**config.mk**
```make
export PLATFORM = sky130hd
export DESIGN_NAME = instr_mem_loader
export DESIGN_NICKNAME = d
export VERILOG_FILES = /design/src/rtl/instr_mem_loader.sv
export SDC_FILE = /design/constraint.sdc
export NUM_CORES = 1
export LEC_CHECK = 0
export CAP_MARGIN = 30
export CORE_UTILIZATION = 25
export CTS_CLUSTER_DIAMETER = 120
export DETAILED_ROUTE_END_ITERATION = 12
export DONT_BUFFER_PORTS = 1
export PLACE_DENSITY = 0.5
export SETUP_SLACK_MARGIN = 0.02
export SYNTH_ARGS = -nofsm -noshare
export SYNTH_HDL_FRONTEND = slang
export SYNTH_SLANG_ARGS = --single-unit
export TNS_END_PERCENT = 30
```
**constraint.sdc**
```tcl
create_clock -name clk -period 3.45 [get_ports clk]
set_input_delay 0.345 -clock clk [delete_from_list [all_inputs] [get_ports clk]]
set_output_delay 0.345 -clock clk [all_outputs]
set_load 0.05 [all_outputs]
```
**src/rtl/instr_mem_loader.sv**
```systemverilog
// Instruction memory with a byte-stream boot loader: bytes pair into 16-bit words,
// the CPU is held until a full image is loaded, then PC fetches are served.
module instr_mem_loader #(
  parameter int unsigned         ADDR_W    = 6,
  parameter int unsigned         DATA_W    = 16,
  parameter int unsigned         DEPTH     = 64,
  parameter logic [DATA_W-1:0]   FILL_WORD = 16'h0000
) (
  input  logic              clk,
  input  logic              reset,
  input  logic              load_start,
  input  logic [ADDR_W:0]   load_count,
  input  logic              byte_valid,
  input  logic [7:0]        byte_data,
  output logic              byte_ready,
  input  logic [ADDR_W-1:0] PC,
  input  logic              ROM_enable,
  output logic [DATA_W-1:0] ROM_data,
  output logic              cpu_hold,
  output logic              load_done,
  output logic              load_error
);

  localparam int unsigned CNT_W = ADDR_W + 1;

  typedef enum logic [1:0] {EMPTY, HI, LO, RUN} state_t;

  state_t              state_q, state_d;
  logic [CNT_W-1:0]    cnt_q, cnt_d;
  logic [CNT_W-1:0]    loaded_q, loaded_d;
  logic [ADDR_W-1:0]   addr_q, addr_d;
  logic [7:0]          hi_q, hi_d;
  logic                hold_d, done_d, err_d, ready_d;
  logic [DATA_W-1:0]   rom_d;
  logic                wr_en_c;
  logic                xfer_c;
  logic                bad_count_c;

  logic [DATA_W-1:0]   mem [DEPTH];

  assign xfer_c      = byte_valid & byte_ready;
  assign bad_count_c = (load_count == '0) || (load_count > CNT_W'(DEPTH));

  // Next-state and next-output logic
  always_comb begin
    state_d  = state_q;
    cnt_d    = cnt_q;
    loaded_d = loaded_q;
    addr_d   = addr_q;
    hi_d     = hi_q;
    hold_d   = cpu_hold;
    done_d   = 1'b0;
    err_d    = load_error;
    rom_d    = (state_q == RUN) ? ROM_data : '0;
    wr_en_c  = 1'b0;

    case (state_q)
      EMPTY, RUN: begin
        if (state_q == RUN && ROM_enable) begin
          rom_d = ({1'b0, PC} < loaded_q) ? mem[PC] : FILL_WORD;
        end
        if (load_start) begin
          if (bad_count_c) begin
            err_d = 1'b1;
          end else begin
            err_d    = 1'b0;
            cnt_d    = load_count;
            addr_d   = '0;
            loaded_d = '0;
            hold_d   = 1'b1;
            rom_d    = '0;
            state_d  = HI;
          end
        end
      end
      HI: begin
        if (xfer_c) begin
          hi_d    = byte_data;
          state_d = LO;
        end
      end
      LO: begin
        if (xfer_c) begin
          wr_en_c = 1'b1;
          // cnt never exceeds DEPTH, so the last write lands at DEPTH-1 without wrapping
          if ({1'b0, addr_q} == cnt_q - CNT_W'(1)) begin
            loaded_d = cnt_q;
            hold_d   = 1'b0;
            done_d   = 1'b1;
            state_d  = RUN;
          end else begin
            addr_d  = addr_q + ADDR_W'(1);
            state_d = HI;
          end
        end
      end
      default: state_d = EMPTY;
    endcase

    ready_d = (state_d == HI) || (state_d == LO);
  end

  // State and registered outputs
  always_ff @(posedge clk or negedge reset) begin
    if (!reset) begin
      state_q    <= EMPTY;
      cnt_q      <= '0;
      loaded_q   <= '0;
      addr_q     <= '0;
      hi_q       <= '0;
      cpu_hold   <= 1'b1;
      byte_ready <= 1'b0;
      ROM_data   <= '0;
      load_done  <= 1'b0;
      load_error <= 1'b0;
    end else begin
      state_q    <= state_d;
      cnt_q      <= cnt_d;
      loaded_q   <= loaded_d;
      addr_q     <= addr_d;
      hi_q       <= hi_d;
      cpu_hold   <= hold_d;
      byte_ready <= ready_d;
      ROM_data   <= rom_d;
      load_done  <= done_d;
      load_error <= err_d;
    end
  end

  // Storage is deliberately not cleared by reset
  always_ff @(posedge clk) begin
    if (wr_en_c) begin
      mem[addr_q] <= DATA_W'({hi_q, byte_data});
    end
  end

endmodule

```
=== Yosys cells after proc, flatten, opt, wreduce, memory -nomap -nowiden ===
Memory sizes are Yosys's and may differ from the RTL's.
Index checks and enable logic that the tools add are counted.

* Add/sub/neg operators: 2
* Multiply operators: 0
* Div/mod/pow operators: 0
* Magnitude comparators: 2
* Eq/ne operators: 11
* Shift-type cells: 0
* Mux-type cells: 35
* Bitwise logic cells: 2
* Reduce and logical (&&, ||, !) cells: 12

{| class="wikitable"
|+ Operators by type and width
! operator !! count
|-
| 16-bit 2-to-1 mux || 6
|-
| 7-bit 2-to-1 mux || 4
|-
| 6-bit 2-to-1 mux || 4
|-
| 7-bit one-hot mux with 2 select lines || 1
|-
| 1-bit 2-to-1 mux || 12
|-
| 6-bit one-hot mux with 2 select lines || 1
|-
| 2-bit 2-to-1 mux || 5
|-
| 2-bit inequality test, second input constant || 5
|-
| 5-bit AND reduction || 2
|-
| 6-bit by 7-bit equality test with 1-bit output || 1
|-
| 7-bit greater-than comparator, second input constant || 1
|-
| 7-bit zero test || 1
|-
| 6-bit by 7-bit less-than comparator with 1-bit output || 1
|-
| 7-bit by 1-bit subtractor with 7-bit output, second input constant || 1
|-
| 6-bit by 1-bit adder with 6-bit output, second input constant || 1
|-
| 2-bit equality test, second input constant || 3
|-
| 2-bit one-hot mux with 3 select lines || 1
|-
| 2-bit by 1-bit equality test with 1-bit output, second input constant || 2
|-
| 2-bit AND reduction || 2
|-
| 3-bit AND reduction || 1
|-
| 2-bit zero test || 1
|-
| 1-bit logical OR || 2
|-
| 1-bit one-hot mux with 2 select lines || 1
|-
| 2-bit nonzero test || 1
|-
| 4 further kinds || 4
|}

* Bits in registers: 50
* Latch bits: 0
* Memory bits (writable): 1024
* Memory bits (read-only): 0
* Bits of input ports: 26
* Output and inout port bits: 20
* Logic and storage cells: 75
* Memories kept: 1

{| class="wikitable"
|+ Memory list
! name !! words !! bits a word !! read ports !! clocked after Yosys merged registers in !! write ports !! RTL line !! source
|-
| mem || 64 || 16 || 1 || 0 || 1 || 39 || <nowiki>logic [DATA_W-1:0] mem [DEPTH];</nowiki>
|}

=== Longest topological paths before layout ===
Gate-level depths: netlist of the first run.

* Depth after elaboration: 7
* Mapped depth: 9

=== Worst setup path after synthesis of the first run ===
Ideal clock, no wire load.

* Path kind: flip-flop to flip-flop
* Start point: reg byte_ready
* End point: mem mem[63][0] (enable)
* Library setup time: 389 ps
* Data arrival time: 2085 ps
* Setup slack: 976 ps
* Cell stages (with the launch flop): 5
* Buffers on the path: 0
* Clock period less this slack: 2474 ps
* Path through: dfrtp_1 > nand3_1 > nor2_1 > nand3_1 > nor2_1

* Cells in the longest elaborated chain, start to end: 5

{| class="wikitable"
|+ Ends and longest elaborated chain
! item !! RTL line !! source
|-
| start, declared || 15 || <nowiki>output logic byte_ready,</nowiki>
|-
| start signal, assigned || 123 || <nowiki>byte_ready <= ready_d;</nowiki>
|-
| 1-bit bitwise AND || 41 || <nowiki>assign xfer_c = byte_valid & byte_ready;</nowiki>
|-
| 1-bit 2-to-1 mux || 83 || <nowiki>if (xfer_c) begin</nowiki>
|-
| 1-bit 2-to-1 mux || 57 || <nowiki>case (state_q)</nowiki>
|-
| 1-bit 2-to-1 mux || 132 || <nowiki>if (wr_en_c) begin</nowiki>
|-
| 1-bit 2-to-1 mux (not written as such) || 133 || <nowiki>mem[addr_q] <= DATA_W'({hi_q, byte_data});</nowiki>
|-
| end, declared || 39 ||
|}

No other way between the ends.

=== Worst setup path in the final report of the first run ===
* Start point: reg state_q[0]
* End point: mem mem[39][5] (enable)

* Cells in the longest elaborated chain, start to end: 4

{| class="wikitable"
|+ Ends and longest elaborated chain
! item !! RTL line !! source
|-
| start, declared || 28 || <nowiki>state_t state_q, state_d;</nowiki>
|-
| start signal, assigned || 117 || <nowiki>state_q <= state_d;</nowiki>
|-
| 2-bit equality test || 57 ||
|-
| 1-bit 2-to-1 mux || 57 ||
|-
| 1-bit 2-to-1 mux || 132 ||
|-
| 1-bit 2-to-1 mux (not written as such) || 133 ||
|}

No other way between the ends.

==> results of run 1 <==
==> metal layers <==
metal	global-route usage [%]	vias up	share of wire, %
met2	18.59	603	46
met5	0	-	0.013
met4	3.371	2	2.5
met1	16.47	10730	43
met3	4.191	148	8.8
li1	-	8381	-
==> final cells by class <==
type / count / area (sq um) / area share, %
repair buffers: 118 / 1174 / 2.428
well taps: 2175 / 2721 / 5.631
flip-flops and latches: 1074 / 32010 / 66.24
multi-input cells: 742 / 8891 / 18.40
inverters: 15 / 56.30 / 0.1165
diodes: 3 / 7.507 / 0.01553
clock buffers: 130 / 2763 / 5.717
clock inverters: 68 / 703.2 / 1.455
==> Yosys cell counts, drive strengths merged (3+ instances only) <==
cell,count
clkbuf,65
nor4,3
dfrtp,49
a31oi,3
a21boi,17
nor2,80
buf,37
o31ai,4
edfxtp,1024
mux2,13
inv,15
nor2b,6
nand2,80
nand2b,6
o21ai,26
ha,10
xor2,6
a211oi,17
or3,5
and3,4
a21oi,8
mux4,256
nand3,9
nand3b,4
a22o,23
a22oi,128
mux2i,4
nor3,4
==> worst paths after layout <==
path / cells past startpoint / to
worst max-delay path: 7 / mem[39][5]
worst min-delay path: 1 / mem[50][5]
worst max register to register: 7 / mem[39][5]
worst min register to register: 1 / loaded_q[1]
max in group asynchronous: 2 / cpu_hold
min in group asynchronous: 2 / hi_q[4]
==> stage by stage <==
stage | hold slack (ps) | instances | instance area (sq um) | util (%)
6_report | 34.40 | 4325 | 48330 | 29.56
5_1_grt | 12.97 | 4322 | 48320 | 29.55
4_1_cts | 1.761 | 4319 | 48270 | 29.52
3_5_place_dp | 57.02 | 4100 | 44440 | 27.18
3_3_place_gp | 57.21 | 4099 | 44430 | 27.17
2_1_floorplan | 49.41 | 1933 | 41360 | -
==> flip-flops by register name (all words and copies together) (netlist names) <==
name,flops
addr_q,6
cnt_q,7
state_q,2
cpu_hold,1
ROM_data,16
mem,1024
hi_q,8
byte_ready,1
load_done,1
loaded_q,7
load_error,1
==> power by group through the flow <==
| stage | Clock, mW | Combinational [mW] | Sequential [mW] |
|---|---|---|---|
| floorplan | 0 | 1.00 | 16.1 |
| global placement | 0 | 1.72 | 16.2 |
| detailed placement | 0 | 1.78 | 16.3 |
| CTS | 11.8 | 1.96 | 16.0 |
| global route | 12.3 | 2.19 | 16.0 |
| finish | 11.5 | 2.05 | 15.9 |
==> cell families after synthesis <==
family / Yosys count
DFF: 1074
adders and majority gates: 10
AOI/OAI and AO/OA: 239
buffers and inverters: 117
xor gates and xnor gates: 8
muxes: 273
and+or+nand+nor: 212
==> repair_timing <==
action / in CTS / in global routing
buffers inserted: 0 / 0
hold endpoints to repair: 582 / 1
hold buffers: 21 / 1
==> metrics.md, run 1 <==
| Metric | Value |
|---|---|
| Htree depth | 3 |
| Drt first-iter violations | 1,951 |
| CTS Buf Count | 105 |
| Die Area | 167,100 sq um |
| First-pass GRT wire length | 149,200 microns |
| Setup_tns | 0 ps |
| Post-Synth Simple-Gate Area | 2.278% |
| Clock Path Buffers | 3 |
| # port buffers | 0 |
| Slowest stage delay, CP | 650 ps |
| Crit-path slowest cell | nand3_1 |
| Core Area | 163,500 sq um |
| Worst Path Max Fanout | 16 |
| Data arrival, critical path | 3400 ps |
| Final WL | 102,800 microns |
| Via count | 19,860 |
| Cell family with most CP delay | simple AND/OR/NAND/NOR gates |
| Outcome | finished, final reports clean |
| CTS Sinks | 1,074 |
| Most frequent cells in the layout | 1,024 x edfxtp_1, 256 x mux4_2, 128 x a22oi_1 |
| Net count reported at finish | 2,092 |
| Vias in the first global route | 20,790 |
| Mux cell area share after synthesis | 14.39% |
| Synthesized instance count | 1,933 |
| Initial core utilization | 25.30% |
| R2R Path Start | state_q[0] |
| Final GP Congestion | 0.7857 |
| CP Launch Point | state_q[0] |
| Total track usage | 12.21% |
| Worst setup SP type | register |
| Yosys cell types | 54 |
| Final Max Tran Viols | 0 |
| Maximum achievable frequency | 327.0 MHz |
| Min Tclk post-route | 3058 ps |
| Synth Area per Inst | 21.40 sq um |
| Area delta synth->final | 16.84% |
| Post-synthesis register bit count | 1,074 |
| Drt via density | 4.593 |
| Static Leakage | 14.97 nW |
| Required @ worst endpoint | 3790 ps |
| Post-DP HPWL | 58,840 microns |
| Sequential-to-total area share from yosys stat | 77.37% |
| Worst slew pin tran | 1167 ps |
| Synth async-reset ratio | 4.655% |
| Mapped Nets | 1,969 |
| Switch Pwr | 6.911 mW |
| Antenna viol nets, final | 0 |
| Period utilization | 88.63% |
| Sequential share of power | 54.0% |
| WL per Instance | 23.78 microns |
| Slew margin rel. | 22.22% |
| Post-synth EDFFs | 1,024 |
| Layout fillers | 15,730 |
| Commonest non-fill, non-tap cell in the layout | edfxtp_1 |
| CP Class | reg2reg |
| Main combinational cell family by area after synthesis | multiplexers |
| Die width | 408.8 microns |
| HP Start | byte_data[5] |
| Post-CTS resize count | 0 |
| Initial antenna violation count | 4 |
| Flop-to-flop setup slack | 390 ps |
| Clock power frac | 39.1% |
| Adder-Cell Fraction of Synth Area | 0.3025% |
| CTS tree | yes |
| WP buf/inv | 2 |
| Setup WS pre-CTS | 515.0 ps |
| Synth Cell Area | 41,360 sq um |
| Layout cell share with drive strength beyond 1 | 25.15% |
| Total grt overflow | 0 |
| Max-cap violations | 0 |
| Final Worst Setup Slack | 392.3 ps |
| Main synth FF type | edfxtp_1 |
| Compound-cell area share of the yosys netlist | 4.299% |
| Die Span Y | 408.8 microns |
| Final Power | 29.49 mW |
| Worst Setup End Kind | register |
| Comb power frac | 6.9% |
| Min-delay worst type | in2reg |
| VDD IR max | 0.3879 mV |
| Clk Latency, worst-skew pair | 710 ps |
| Int Pwr | 22.58 mW |
| Hold Violations, Final | 0 |
| RSZ-0062 raised after global routing | false |
| First drt pass iteration count | 7 |
| Largest net degree at the start of global routing | 258 |
| Area leader, netlist | edfxtp_1 |
| Largest cells by area after synthesis | edfxtp_1 74%, mux4_2 14%, dfrtp_1 3.0%, a22oi_1 2.3%, nand2_1 0.73% |
| Synth top area share | 74.34% |
| Ys Warns | 0 |
| DR DRC count | 0 |
| Clock slew at reported path FFs | 60 ps |
| I/O Pins | 46 |
| Synth Area in XOR/XNOR | 0.1694% |
| Max Clock Skew | 58.54 ps |
| Clk root buf | clkbuf_16 |
| Row count | 148 |
| Switching Share | 23.43% |
| Pwr dens | 610.3 nW/um^2 |
| Crit-path cells | inv_1 > ha_1 > nand3_1 > nor2_1 > nand3_1 > nor2_1 > buf_4 |
| Final setup fails | 0 |
Note: power is estimated with default switching activity, not from simulation.
==> inputs of run 2 (changes only) <==
--- a/config.mk
+++ b/config.mk
@@ -11,7 +11,7 @@
 export DETAILED_ROUTE_END_ITERATION = 12
 export DONT_BUFFER_PORTS = 1
 export PLACE_DENSITY = 0.5
-export SETUP_SLACK_MARGIN = 0.02
+export SETUP_SLACK_MARGIN = 0.4
 export SYNTH_ARGS = -nofsm -noshare
 export SYNTH_HDL_FRONTEND = slang
 export SYNTH_SLANG_ARGS = --single-unit
==> constraint.sdc (replaced) <==
create_clock -name clk -period 3.45 [get_ports clk]
set_input_delay 0.345 -clock clk [delete_from_list [all_inputs] [get_ports clk]]
set_output_delay 0.345 -clock clk [all_outputs]
set_load 0.005 [all_outputs]
==> metrics.md, run 2 (synthesis gave the netlist of run 1 again) <==
| Metric | Value |
|---|---|
| Total grt overflow | 0 (unchanged) |
| Max-cap violations | 0 (unchanged) |
| Flop-to-flop setup slack | 620 ps (was 390 ps) |
| Initial antenna violation count | 7 (was 4) |
| Comb power frac | 7.5% (was 6.9%) |
| Switch Pwr | 7.029 mW (was 6.911 mW) |
| Clk root buf | clkbuf_16 (unchanged) |
| Die width | 408.8 microns (unchanged) |
| Hold path depth | 1 (unchanged) |
| Reg2reg end | mem[28][8] (was mem[39][5]) |
| Post-DP HPWL | 59,990 microns (was 58,840 microns) |
| Final WL | 104,300 microns (was 102,800 microns) |
| Number of flip-flops in the largest register | 1,024 (unchanged) |
| Clock power frac | 39.2% (was 39.1%) |
| Worst Hold End | mem[28][0] (was mem[50][5]) |
| Layout cell share with drive strength beyond 1 | 25.93% (was 25.15%) |
| Data arrival, critical path | 3220 ps (was 3400 ps) |
| CTS tree | yes (unchanged) |
| Antenna viol nets, final | 0 (unchanged) |
| Most frequent cells in the layout | 1,024 x edfxtp_1, 256 x mux4_2, 128 x a22oi_1 (unchanged) |
| Period utilization | 82.08% (was 88.63%) |
| Vias in the first global route | 20,540 (was 20,790) |
| CTS Buf Count | 106 (was 105) |
| Initial core utilization | 25.30% (unchanged) |
| Via count | 19,860 (about the same) |
| RSZ-0062 raised after global routing | false (unchanged) |
| HP Start | byte_data[0] (was byte_data[5]) |
| Final GP Congestion | 0.8001 (was 0.7857) |
| Worst Path Max Fanout | 16 (unchanged) |
| Final Max Tran Viols | 0 (unchanged) |
| Largest net degree at the start of global routing | 258 (unchanged) |
| Min Tclk post-route | 2832 ps (was 3058 ps) |
| Largest Register | mem (unchanged) |
| Min-delay worst type | in2reg (unchanged) |
| Post-CTS resize count | 0 (unchanged) |
| Max Clock Skew | 27.79 ps (was 58.54 ps) |
| Total track usage | 12.31% (was 12.21%) |
| Reg2reg path depth | 7 (unchanged) |
| Final Power | 29.69 mW (was 29.49 mW) |
| Pwr dens | 612.9 nW/um^2 (was 610.3 nW/um^2) |
| Area delta synth->final | 17.13% (was 16.84%) |
| Clock Path Buffers | 3 (unchanged) |
| Clk Latency, worst-skew pair | 720 ps (was 710 ps) |
| Drt via density | 4.584 (was 4.593) |
| R2R Path Start | state_q[0] (unchanged) |
| Required @ worst endpoint | 3840 ps (was 3790 ps) |
| CP Class | reg2reg (unchanged) |
| Net count reported at finish | 2,095 (was 2,092) |
| Htree depth | 3 (unchanged) |
| Slew margin rel. | 35.72% (was 22.22%) |
| Top flop regs | mem x1024, ROM_data x16, hi_q x8 (unchanged) |
| Setup_tns | 0 ps (unchanged) |
| Core Area | 163,500 sq um (unchanged) |
| Final setup fails | 0 (unchanged) |
| Hold Violations, Final | 0 (unchanged) |
| Worst slew pin tran | 964.2 ps (was 1167 ps) |
| VDD IR max | 0.4070 mV (was 0.3879 mV) |
| Layout fillers | 15,680 (was 15,730) |
| Worst Setup End Kind | register (unchanged) |
| Final Cell Area | 48,450 sq um (was 48,330 sq um) |
| Post-DP Area | 44,480 sq um (was 44,440 sq um) |
| Sequential share of power | 53.2% (was 54.0%) |
| DR DRC count | 0 (unchanged) |
| First-pass GRT wire length | 149,500 microns (was 149,200 microns) |
| WL per Instance | 24.08 microns (was 23.78 microns) |
| First drt pass iteration count | 5 (was 7) |
| Worst setup SP type | register (unchanged) |
| Outcome | finished, final reports clean (unchanged) |
| Row count | 148 (unchanged) |
| Switching Share | 23.67% (was 23.43%) |
| # port buffers | 0 (unchanged) |
| Static Leakage | 15.02 nW (was 14.97 nW) |
| Drt first-iter violations | 2,033 (was 1,951) |
| Post-CTS Setup Inserts | 0 (unchanged) |
| Die Span Y | 408.8 microns (unchanged) |
| Commonest non-fill, non-tap cell in the layout | edfxtp_1 (unchanged) |
| I/O Pins | 46 (unchanged) |
| Int Pwr | 22.67 mW (was 22.58 mW) |
| Worst hold slack | 16.99 ps (was 34.40 ps) |
| Maximum achievable frequency | 353.1 MHz (was 327.0 MHz) |
| CTS Sinks | 1,074 (unchanged) |
| Die Area | 167,100 sq um (unchanged) |
| Hold_buf cts | 21 (unchanged) |
| Clock slew at reported path FFs | 60 ps (about the same) |
## run 2: worst max path at each step
| stage | from | to | cells after the start |
|---|---|---|---|
| after floorplan | PC[0] | ROM_data[10] | 9 |
| after global placement | state_q[0] | mem[12][8] | 7 |
| after detailed placement | state_q[0] | mem[28][8] | 7 |
| after CTS | state_q[0] | mem[28][8] | 7 |
| after global routing | state_q[0] | mem[44][9] | 7 |
| final | state_q[0] | mem[28][8] | 7 |
## run 2: power groups by stage
stage / logic [mW] / clock network [mW] / registers, mW
detailed placement: 1.77 / 0 / 16.3
global route: 2.39 / 12.3 / 15.8
global placement: 1.64 / 0 / 16.3
CTS: 1.96 / 11.9 / 16.0
finish: 2.24 / 11.6 / 15.8
floorplan: 1.00 / 0 / 16.1
## run 2: per-stage QoR
step | util (%) | cells | worst slack [ps]
2_1_floorplan | - | 1933 | 1013
3_3_place_gp | 27.18 | 4100 | 688.9
3_5_place_dp | 27.21 | 4102 | 671.8
4_1_cts | 29.59 | 4324 | 660.3
5_1_grt | 29.62 | 4327 | 407.6
6_report | 29.63 | 4332 | 618.2
## run 2: area by class of cell
type / count / area, sq um / share of cell area (%)
Sequential cell: 1074 / 32010 / 66.07
Multi-Input combinational cell: 742 / 8891 / 18.35
Clock buffer: 141 / 2895 / 5.976
Tap cell: 2175 / 2721 / 5.617
Timing Repair Buffer: 120 / 1231 / 2.541
Clock inverter: 60 / 629.4 / 1.299
Inverter: 15 / 56.30 / 0.1162
Antenna cell: 5 / 12.51 / 0.02583
## run 2: critical path: stages, from the launching register on
cell     delay, ps
dfrtp_1        410
inv_1           70
ha_1           260
nand3_1        300
nor2_1         320
nand2_1        560
nor2_1         260
buf_4          310
## run 2: routing by layer
layer	global-route usage, %	up-vias	wire length (microns)
met1	17.21	10690	46710
met4	3.306	2	2248
li1	-	8397	-
met2	18.65	637	47230
met5	0	-	13
met3	3.487	132	8110
